$ cat config.mk
export PLATFORM = sky130hd
export DESIGN_NAME = obi_to_wb_flat
export DESIGN_NICKNAME = d
export VERILOG_FILES = /design/src/rtl/obi_to_wb_if.sv /design/src/rtl/obi_to_wb.sv /design/src/flat_wrapper.sv
export SDC_FILE = /design/constraint.sdc
export NUM_CORES = 1
export LEC_CHECK = 0
export CAP_MARGIN = 20
export CORE_MARGIN = 4
export CORE_UTILIZATION = 46
export CTS_BUF_LIST = sky130_fd_sc_hd__clkbuf_2
export DETAILED_ROUTE_END_ITERATION = 10
export HOLD_SLACK_MARGIN = 0.02
export PLACE_DENSITY = 0.88
export SLEW_MARGIN = 5
export SYNTH_ARGS = -nofsm -noshare
export SYNTH_HDL_FRONTEND = slang
export SYNTH_SLANG_ARGS = --single-unit
$ cat constraint.sdc
create_clock -name clk_i -period 4.1 [get_ports clk_i]
set_clock_uncertainty 0.05 [all_clocks]
set_input_delay 0.82 -clock clk_i [delete_from_list [all_inputs] [get_ports clk_i]]
set_output_delay 0.82 -clock clk_i [all_outputs]
set_load 0.1 [all_outputs]
$ cat src/rtl/obi_to_wb_if.sv
// OBI request/response and Wishbone classic bus bundles
// used by the OBI-to-Wishbone bridge.
interface obi_if #(
  parameter int ADDR_WIDTH = 32,
  parameter int DATA_WIDTH = 32
);
  logic                    req_i;
  logic                    gnt_o;
  logic [ADDR_WIDTH-1:0]   addr_i;
  logic                    we_i;
  logic [DATA_WIDTH/8-1:0] be_i;
  logic [DATA_WIDTH-1:0]   wdata_i;
  logic                    rvalid_o;
  logic [DATA_WIDTH-1:0]   rdata_o;
  logic                    err_o;

  modport master (
    output req_i, addr_i, we_i, be_i, wdata_i,
    input  gnt_o, rvalid_o, rdata_o, err_o
  );

  modport slave (
    input  req_i, addr_i, we_i, be_i, wdata_i,
    output gnt_o, rvalid_o, rdata_o, err_o
  );
endinterface

interface wb_if #(
  parameter int ADDR_WIDTH = 32,
  parameter int DATA_WIDTH = 32
);
  logic                    wbm_cyc_o;
  logic                    wbm_stb_o;
  logic                    wbm_we_o;
  logic [DATA_WIDTH/8-1:0] wbm_sel_o;
  logic [ADDR_WIDTH-1:0]   wbm_adr_o;
  logic [DATA_WIDTH-1:0]   wbm_dat_o;
  logic [DATA_WIDTH-1:0]   wbm_dat_i;
  logic                    wbm_ack_i;
  logic                    wbm_err_i;

  modport master (
    output wbm_cyc_o, wbm_stb_o, wbm_we_o,
    output wbm_sel_o, wbm_adr_o, wbm_dat_o,
    input  wbm_dat_i, wbm_ack_i, wbm_err_i
  );

  modport slave (
    input  wbm_cyc_o, wbm_stb_o, wbm_we_o,
    input  wbm_sel_o, wbm_adr_o, wbm_dat_o,
    output wbm_dat_i, wbm_ack_i, wbm_err_i
  );
endinterface

$ cat src/rtl/obi_to_wb.sv
// OBI slave to Wishbone classic master bridge,
// one outstanding transaction, watchdog on hung cycles.
module obi_to_wb #(
  parameter int ADDR_WIDTH     = 32,
  parameter int DATA_WIDTH     = 32,
  parameter int TIMEOUT_CYCLES = 255
) (
  input  logic clk_i,
  input  logic rst_ni,
  obi_if.slave obi,
  wb_if.master wb
);

  localparam int BW = DATA_WIDTH / 8;
  localparam int CW = (TIMEOUT_CYCLES > 0) ?
                      $clog2(TIMEOUT_CYCLES + 1) : 1;
  localparam logic [CW-1:0] TO = CW'(TIMEOUT_CYCLES);

  typedef enum logic [1:0] {
    IDLE,
    BUS,
    RESP
  } state_e;

  state_e state_q;
  state_e state_d;

  logic [CW-1:0]         cnt_q;
  logic                  take;
  logic                  expire;
  logic                  we_q;
  logic [BW-1:0]         sel_q;
  logic [ADDR_WIDTH-1:0] adr_q;
  logic [DATA_WIDTH-1:0] dat_q;
  logic [DATA_WIDTH-1:0] rdata_q;
  logic                  err_q;

  // Grant only depends on req and state, never on the WB side.
  assign obi.gnt_o = obi.req_i & (state_q != BUS);
  assign take      = obi.req_i & obi.gnt_o;
  assign expire    = (TIMEOUT_CYCLES != 0) && (cnt_q == TO);

  always_comb begin
    state_d = state_q;
    unique case (state_q)
      IDLE: begin
        if (take) state_d = BUS;
      end
      BUS: begin
        if (wb.wbm_ack_i | wb.wbm_err_i | expire)
          state_d = RESP;
      end
      RESP: begin
        state_d = take ? BUS : IDLE;
      end
      default: state_d = IDLE;
    endcase
  end

  always_ff @(posedge clk_i or negedge rst_ni) begin
    if (!rst_ni) state_q <= IDLE;
    else         state_q <= state_d;
  end

  always_ff @(posedge clk_i or negedge rst_ni) begin
    if (!rst_ni) begin
      we_q    <= 1'b0;
      sel_q   <= '0;
      adr_q   <= '0;
      dat_q   <= '0;
      cnt_q   <= '0;
      rdata_q <= '0;
      err_q   <= 1'b0;
    end else begin
      if (take) begin
        we_q  <= obi.we_i;
        sel_q <= obi.be_i;
        adr_q <= obi.addr_i;
        dat_q <= obi.wdata_i;
      end
      if (state_q == BUS) begin
        if (cnt_q != '1) cnt_q <= cnt_q + CW'(1);
        // err beats ack, ack beats the watchdog
        if (wb.wbm_err_i) begin
          err_q   <= 1'b1;
          rdata_q <= '0;
        end else if (wb.wbm_ack_i) begin
          err_q   <= 1'b0;
          rdata_q <= we_q ? '0 : wb.wbm_dat_i;
        end else if (expire) begin
          err_q   <= 1'b1;
          rdata_q <= '0;
        end
      end else begin
        cnt_q <= '0;
      end
    end
  end

  assign wb.wbm_cyc_o = (state_q == BUS);
  assign wb.wbm_stb_o = (state_q == BUS);
  assign wb.wbm_we_o  = we_q;
  assign wb.wbm_sel_o = sel_q;
  assign wb.wbm_adr_o = adr_q;
  assign wb.wbm_dat_o = dat_q;

  assign obi.rvalid_o = (state_q == RESP);
  assign obi.rdata_o  = rdata_q;
  assign obi.err_o    = err_q;

endmodule

$ cat src/flat_wrapper.sv
// flat-port wrapper written by rule: the top's interface ports become plain ports
module obi_to_wb_flat 
#(
  parameter int ADDR_WIDTH     = 32,
  parameter int DATA_WIDTH     = 32,
  parameter int TIMEOUT_CYCLES = 255
)
  (clk_i, rst_ni, obi_req_i, obi_addr_i, obi_we_i, obi_be_i, obi_wdata_i, obi_gnt_o, obi_rvalid_o, obi_rdata_o, obi_err_o, wb_wbm_cyc_o, wb_wbm_stb_o, wb_wbm_we_o, wb_wbm_sel_o, wb_wbm_adr_o, wb_wbm_dat_o, wb_wbm_dat_i, wb_wbm_ack_i, wb_wbm_err_i);
  obi_if #(.ADDR_WIDTH(ADDR_WIDTH), .DATA_WIDTH(DATA_WIDTH)) obi_i ();
  wb_if #(.ADDR_WIDTH(ADDR_WIDTH), .DATA_WIDTH(DATA_WIDTH)) wb_i ();
  input  logic clk_i;
  input  logic rst_ni;
  input wire logic [$bits(obi_i.req_i)-1:0] obi_req_i;
  input wire logic [$bits(obi_i.addr_i)-1:0] obi_addr_i;
  input wire logic [$bits(obi_i.we_i)-1:0] obi_we_i;
  input wire logic [$bits(obi_i.be_i)-1:0] obi_be_i;
  input wire logic [$bits(obi_i.wdata_i)-1:0] obi_wdata_i;
  output wire logic [$bits(obi_i.gnt_o)-1:0] obi_gnt_o;
  output wire logic [$bits(obi_i.rvalid_o)-1:0] obi_rvalid_o;
  output wire logic [$bits(obi_i.rdata_o)-1:0] obi_rdata_o;
  output wire logic [$bits(obi_i.err_o)-1:0] obi_err_o;
  output wire logic [$bits(wb_i.wbm_cyc_o)-1:0] wb_wbm_cyc_o;
  output wire logic [$bits(wb_i.wbm_stb_o)-1:0] wb_wbm_stb_o;
  output wire logic [$bits(wb_i.wbm_we_o)-1:0] wb_wbm_we_o;
  output wire logic [$bits(wb_i.wbm_sel_o)-1:0] wb_wbm_sel_o;
  output wire logic [$bits(wb_i.wbm_adr_o)-1:0] wb_wbm_adr_o;
  output wire logic [$bits(wb_i.wbm_dat_o)-1:0] wb_wbm_dat_o;
  input wire logic [$bits(wb_i.wbm_dat_i)-1:0] wb_wbm_dat_i;
  input wire logic [$bits(wb_i.wbm_ack_i)-1:0] wb_wbm_ack_i;
  input wire logic [$bits(wb_i.wbm_err_i)-1:0] wb_wbm_err_i;
  assign obi_i.req_i = obi_req_i;
  assign obi_i.addr_i = obi_addr_i;
  assign obi_i.we_i = obi_we_i;
  assign obi_i.be_i = obi_be_i;
  assign obi_i.wdata_i = obi_wdata_i;
  assign obi_gnt_o = obi_i.gnt_o;
  assign obi_rvalid_o = obi_i.rvalid_o;
  assign obi_rdata_o = obi_i.rdata_o;
  assign obi_err_o = obi_i.err_o;
  assign wb_wbm_cyc_o = wb_i.wbm_cyc_o;
  assign wb_wbm_stb_o = wb_i.wbm_stb_o;
  assign wb_wbm_we_o = wb_i.wbm_we_o;
  assign wb_wbm_sel_o = wb_i.wbm_sel_o;
  assign wb_wbm_adr_o = wb_i.wbm_adr_o;
  assign wb_wbm_dat_o = wb_i.wbm_dat_o;
  assign wb_i.wbm_dat_i = wb_wbm_dat_i;
  assign wb_i.wbm_ack_i = wb_wbm_ack_i;
  assign wb_i.wbm_err_i = wb_wbm_err_i;
  obi_to_wb #(.ADDR_WIDTH(ADDR_WIDTH), .DATA_WIDTH(DATA_WIDTH), .TIMEOUT_CYCLES(TIMEOUT_CYCLES)) u_core (.clk_i(clk_i), .rst_ni(rst_ni), .obi(obi_i), .wb(wb_i));
endmodule
==> impl_metrics.toml, run 1 <==
[sta]
slew_headroom_pct = 31.3
hold_violations = 0
fmax_mhz = 317
period_share_pct = 76.9
holdWs_ns = 0.0968
tns_ns = 0
maxSlewViolCount = 0
setup_viol = 0
rsz0062_at_grt = "false"
worst_slew_pin_slew_ns = 1.03
min_period_ns = 3.15

[synthesis]
synth_top_cell_area_share_pct = 60.4
synth.net_count = 459
yosysMostFrequentCell = "dfrtp_1"
synth_top_family_by_area = "multiplexers"
synthXorXnorAreaFrac_pct = 0.189
synth_compound_area_share_pct = 11.8
syn_area_um2 = 4640
ys_top_cells_by_area = "dfrtp_1, mux2_2, a32oi_1, o21ai_0, inv_1"
synth_common_cells = "dfrtp_1, mux2_2, inv_1"
synth.mux.area_fraction_pct = 17.4
synth_top_area_cell = "dfrtp_1"
async_reset_ff_share_pct = 100
syn_inst = 352
synthAdderAreaFrac_pct = 0.270
syn_area_per_cell_um2 = 13.2
synth_cell_types = 34
ys_ff_latch = 112
synthFlopType = "dfrtp_1"
ys_warn_count = 0
synth_edf_count = 0
synth-simple-area-share_pct = 3.26
synth_seq_area_share_pct = 60.4

[cells_and_area]
finalNetCount = 663
n_fill_cell = 677
num_antenna_cells = 0
drive_gt1_share_pct = 17.3
utilization_pct = 71.2
multi_input_area_um2 = 1530
final-seq-area_um2 = 2800
area_growth_pct = 50.6

[routing]
route.detailed.drc = 0
viasPerCell = 5.17
wl_per_cell_um = 17.6
totalWireLength_mm = 12.2
vias = 3589
drt_iter0_markers = 176
drtAntennaViolNets = 0
dr.pass1.iters = 4

[power]
p_leak_nw = 2.84
seq_power_share_pct = 30.2
clock_power_share_pct = 11.2
power.density_nw_per_um2 = 722
p_sw_share_pct = 55.2
ir_drop_uv = 452
internal_power_w = 0.00226
pwr-share-comb_pct = 58.6
power_switching_w = 0.00278

[placement]
portBuffers = 211
place_hpwl_mm = 8.96
gp_congestion = 0.732

[worst_setup_path]
cp_max_fo = 4
crit_type = "reg2out"
startpoint_type = "flop"
worstPathRequired_ns = 3.23
worst_setup_path_end_kind = "output pin"
rrSetupSlack_ns = 1.39
crit_arrival_ns = 2.28

[floorplanning]
coreArea_um2 = 9820
pin_count = 212
die_x_um = 108
row_count = 36
fp.dieH_um = 108
design.die.area_um2 = 11800
initial_utilization_pct = 47.2

[clock_tree]
post_cts_resized = 0
cts-root-buf = "clkbuf_2"
clkSinkCount = 112
insertion_delay_ns = 0.56
cts_buffer_depth = 2
cts.clk_slew.worst_paths_ns = 0.29
cts_hold_buffers = 0
cts_buffers = 9
htreeDepth = 3
postCtsSetupBuffers = 0
cts_tree = "yes"

[grt]
antenna_found_initial = 0
grtUsageTotal_pct = 20.7
grt-ovfl-total = 0
grt_pass1_wl_mm = 19.0
grt_pass1_vias = 3843
grt_max_degree = 70

[worst_hold_path]
hold_path_class = "in2async"

[flow_run]
maxCapViolations = 0

[run_status]
outcome = "complete, no violations"
cells by family after synthesis:
family | after synthesis
AND/OR/NAND/NOR | 28
buffers and inverters | 60
flip-flops | 112
multiplexers | 72
AO/OA/AOI/OAI | 78
adder cells (fa/ha/maj) | 1
XOR/XNOR | 1
per-stage QoR:
step           area (um^2)  instances  worst slack, ns  power [W]
2_1_floorplan         4640        352             1.50    0.00374
3_3_place_gp          6780        675             1.27    0.00445
3_5_place_dp          6800        676             1.26    0.00451
4_1_cts               6940        692            0.877    0.00507
5_1_grt               6990        694            0.820    0.00523
6_report              6990        694            0.945    0.00504
path summary, 6_finish.rpt:
kind                                          from                       to  cells after the start
max                              u_core.state_q[0]             obi_rvalid_o                      2
min                                         rst_ni  u_core.wb.wbm_adr_o[17]                      1
max reg2reg                      u_core.state_q[1]       u_core.wb.wbm_we_o                      6
min reg2reg                u_core.wb.wbm_dat_o[29]  u_core.wb.wbm_dat_o[29]                      1
max in group asynchronous                   rst_ni  u_core.wb.wbm_dat_o[19]                      3
min in group clk_i         u_core.wb.wbm_dat_o[29]  u_core.wb.wbm_dat_o[29]                      1
sequential cells by signal (all words and copies together) (netlist names):
register	count
u_core.obi.rdata_o	32
u_core.wb.wbm_dat_o	32
u_core.state_q	2
u_core.wb.wbm_sel_o	4
u_core.wb.wbm_we_o	1
u_core.cnt_q	8
u_core.obi.err_o	1
u_core.wb.wbm_adr_o	32
placed cells by master (no fill, tap or decap), drive strengths merged:
cell           netlist  layout
clkdlybuf4s50        0     207
a2111oi              1       1
and4                 1       1
buf                 21      11
ha                   1       1
and3                 1       1
clkinv               0       3
xor2                 1       1
a211oi               1       1
nand2                8       8
bufinv               0       2
a21oi                3       3
a21boi               1       1
a32oi               32      32
dfrtp              112     112
nor2b                2       2
nand3                3       3
mux2                69      69
o21ai               36      36
a31oi                2       2
clkbuf               4       9
nor3                 2       2
o22ai                1       1
inv                 35      36
mux2i                3       3
nand2b               3       3
nand4                2       2
a221oi               1       1
nor2                 5       5
clkinvlp             0       1
and3b                1       1
power groups by stage:
stage / clock, W / sequential (W) / combinational, W
6_report: 0.000565 / 0.00153 / 0.00295
5_1_grt: 0.000625 / 0.00156 / 0.00304
4_1_cts: 0.000583 / 0.00153 / 0.00296
3_5_place_dp: 0 / 0.00155 / 0.00296
3_3_place_gp: 0 / 0.00153 / 0.00292
2_1_floorplan: 0 / 0.00335 / 0.000386
final cells by class:
type | count | area share, %
Tap cell | 133 | 2.38
Clock buffer | 9 | 0.645
Timing Repair Buffer | 218 | 31.7
Sequential cell | 112 | 40.1
Multi-Input combinational cell | 180 | 21.9
Clock inverter | 7 | 1.36
Inverter | 35 | 1.88
worst max-delay path: stages, from the launching register on:
cell             delay [ns]
dfrtp_1                0.47
nor2b_1                0.12
clkdlybuf4s50_1        1.16
layer usage:
metal	vias to the layer above	GRT usage, %	wire length (um)
met3	23	6.93	1050
li1	1658	-	-
met4	0	8.75	312
met2	140	34.6	6270
met5	-	0	0
met1	1768	24.4	4610
No activity file was read; power rests on OpenSTA's default activity.
==> run 2, diff against run 1 <==
--- a/config.mk
+++ b/config.mk
@@ -7,11 +7,11 @@
 export LEC_CHECK = 0
 export CAP_MARGIN = 20
 export CORE_MARGIN = 4
-export CORE_UTILIZATION = 46
+export CORE_UTILIZATION = 43
 export CTS_BUF_LIST = sky130_fd_sc_hd__clkbuf_2
 export DETAILED_ROUTE_END_ITERATION = 10
 export HOLD_SLACK_MARGIN = 0.02
-export PLACE_DENSITY = 0.88
+export PLACE_DENSITY = 0.83
 export SLEW_MARGIN = 5
 export SYNTH_ARGS = -nofsm -noshare
 export SYNTH_HDL_FRONTEND = slang
==> constraint.sdc (replaced) <==
create_clock -name clk_i -period 3.2 [get_ports clk_i]
set_clock_uncertainty 0.05 [all_clocks]
set_input_delay 0.64 -clock clk_i [delete_from_list [all_inputs] [get_ports clk_i]]
set_output_delay 0.64 -clock clk_i [all_outputs]
set_load 0.1 [all_outputs]
==> impl_metrics.toml, run 2 (synthesized netlist as in run 1, its figures left out) <==
[run_status]
outcome = "complete, no violations"

[routing]
dr.pass1.iters = 4
viasPerCell = 5.19
drtAntennaViolNets = 0
drt_iter0_markers = 236
vias = 3631
totalWireLength_mm = 12.8
route.detailed.drc = 0
wl_per_cell_um = 18.3

[clock_tree]
post_cts_resized = 0
cts_hold_buffers = 1
clkSinkCount = 112
postCtsSetupBuffers = 0
htreeDepth = 3
cts_buffer_depth = 2
insertion_delay_ns = 0.55
cts-root-buf = "clkbuf_2"
cts_tree = "yes"
cts.clk_slew.worst_paths_ns = 0.30
cts_buffers = 9

[sta]
slew_headroom_pct = 50.4
setup_viol = 0
tns_ns = 0
worst_slack_ns = 0.411
worst_slew_pin_slew_ns = 0.744
period_share_pct = 87.2
min_period_ns = 2.79
fmax_mhz = 359
maxSlewViolCount = 0
rsz0062_at_grt = "false"
hold_violations = 0

[worst_setup_path]
worstPathRequired_ns = 2.51
cpMaxStageDelayCell = "dfrtp_1"
cp_slowest_stage_delay_ns = 0.49
worst_setup_path_end_kind = "output pin"
startpoint_type = "flop"
cp_max_fo = 13
crit_chain = "nand2b_1 -> inv_1 -> nor2_4 -> buf_12"
rrSetupSlack_ns = 0.99
crit_arrival_ns = 2.10
cp_top_family = "simple AND/OR/NAND/NOR gates"
critPathBufInv = 2
crit_type = "reg2out"

[floorplanning]
pin_count = 212
coreArea_um2 = 10400
fp.dieH_um = 112
die_x_um = 112
design.die.area_um2 = 12500
row_count = 37
initial_utilization_pct = 44.5

[placement]
gp_congestion = 0.783
place_hpwl_mm = 9.60
pre_cts_ws_ns = 0.679
portBuffers = 211

[power]
p_leak_nw = 2.95
ir_drop_uv = 567
p_total_w = 0.00628
power.density_nw_per_um2 = 936

[cells_and_area]
final_cell_mix = "buf_4, dfrtp_1, clkdlybuf4s50_1, mux2_2, inv_1"
finalNetCount = 666
num_antenna_cells = 0
area_growth_pct = 44.7
drive_gt1_share_pct = 35.5
utilization_pct = 64.4

[grt]
antenna_found_initial = 0
grtUsageTotal_pct = 20.4
grt-ovfl-total = 0
grt_pass1_wl_mm = 20.4
grt_max_degree = 60
grt_pass1_vias = 3866

[worst_hold_path]
hold_path_class = "reg2reg"

[flow_run]
maxCapViolations = 0
==> run 2: through the flow <==
step	hold WS, ns	cells	area [um^2]
2_1_floorplan	0.294	352	4640
3_3_place_gp	0.421	682	6580
3_5_place_dp	0.432	683	6590
4_1_cts	0.493	700	6710
5_1_grt	0.512	700	6710
6_report	0.494	700	6710
==> run 2: worst paths after layout <==
path / cells past startpoint / from / to
max reg2reg: 5 / u_core.state_q[0] / u_core.wb.wbm_adr_o[12]
max: 4 / u_core.state_q[0] / obi_gnt_o
min reg2reg: 1 / u_core.wb.wbm_dat_o[2] / u_core.wb.wbm_dat_o[2]
min: 1 / u_core.wb.wbm_dat_o[2] / u_core.wb.wbm_dat_o[2]
min in group asynchronous: 2 / rst_ni / u_core.wb.wbm_dat_o[16]
max in group asynchronous: 3 / rst_ni / u_core.wb.wbm_adr_o[8]
==> run 2: metal layers <==
metal	wire length [um]	GRT usage (%)	share of wire, %	vias to the layer above
met3	1170	7.55	9.1	15
met2	6740	36.1	53	145
met4	187	6.16	1.5	0
li1	-	-	-	1668
met5	0	0	0	-
met1	4700	22.9	37	1803
==> run 2: layout make-up <==
cell class	count	area, um^2
fill	805	3700
clock buffer	10	50.0
multi-input combinational	180	1530
clock inverter	6	58.8
timing repair buffer	221	1970
sequential	112	2800
inverter	35	131
tap	136	170
==> run 2: power breakdown <==
group	internal (W)	switching, W
combinational	0.000789	0.00289
clock	0.000180	0.000457
sequential	0.00174	0.000228
total	0.00271	0.00358
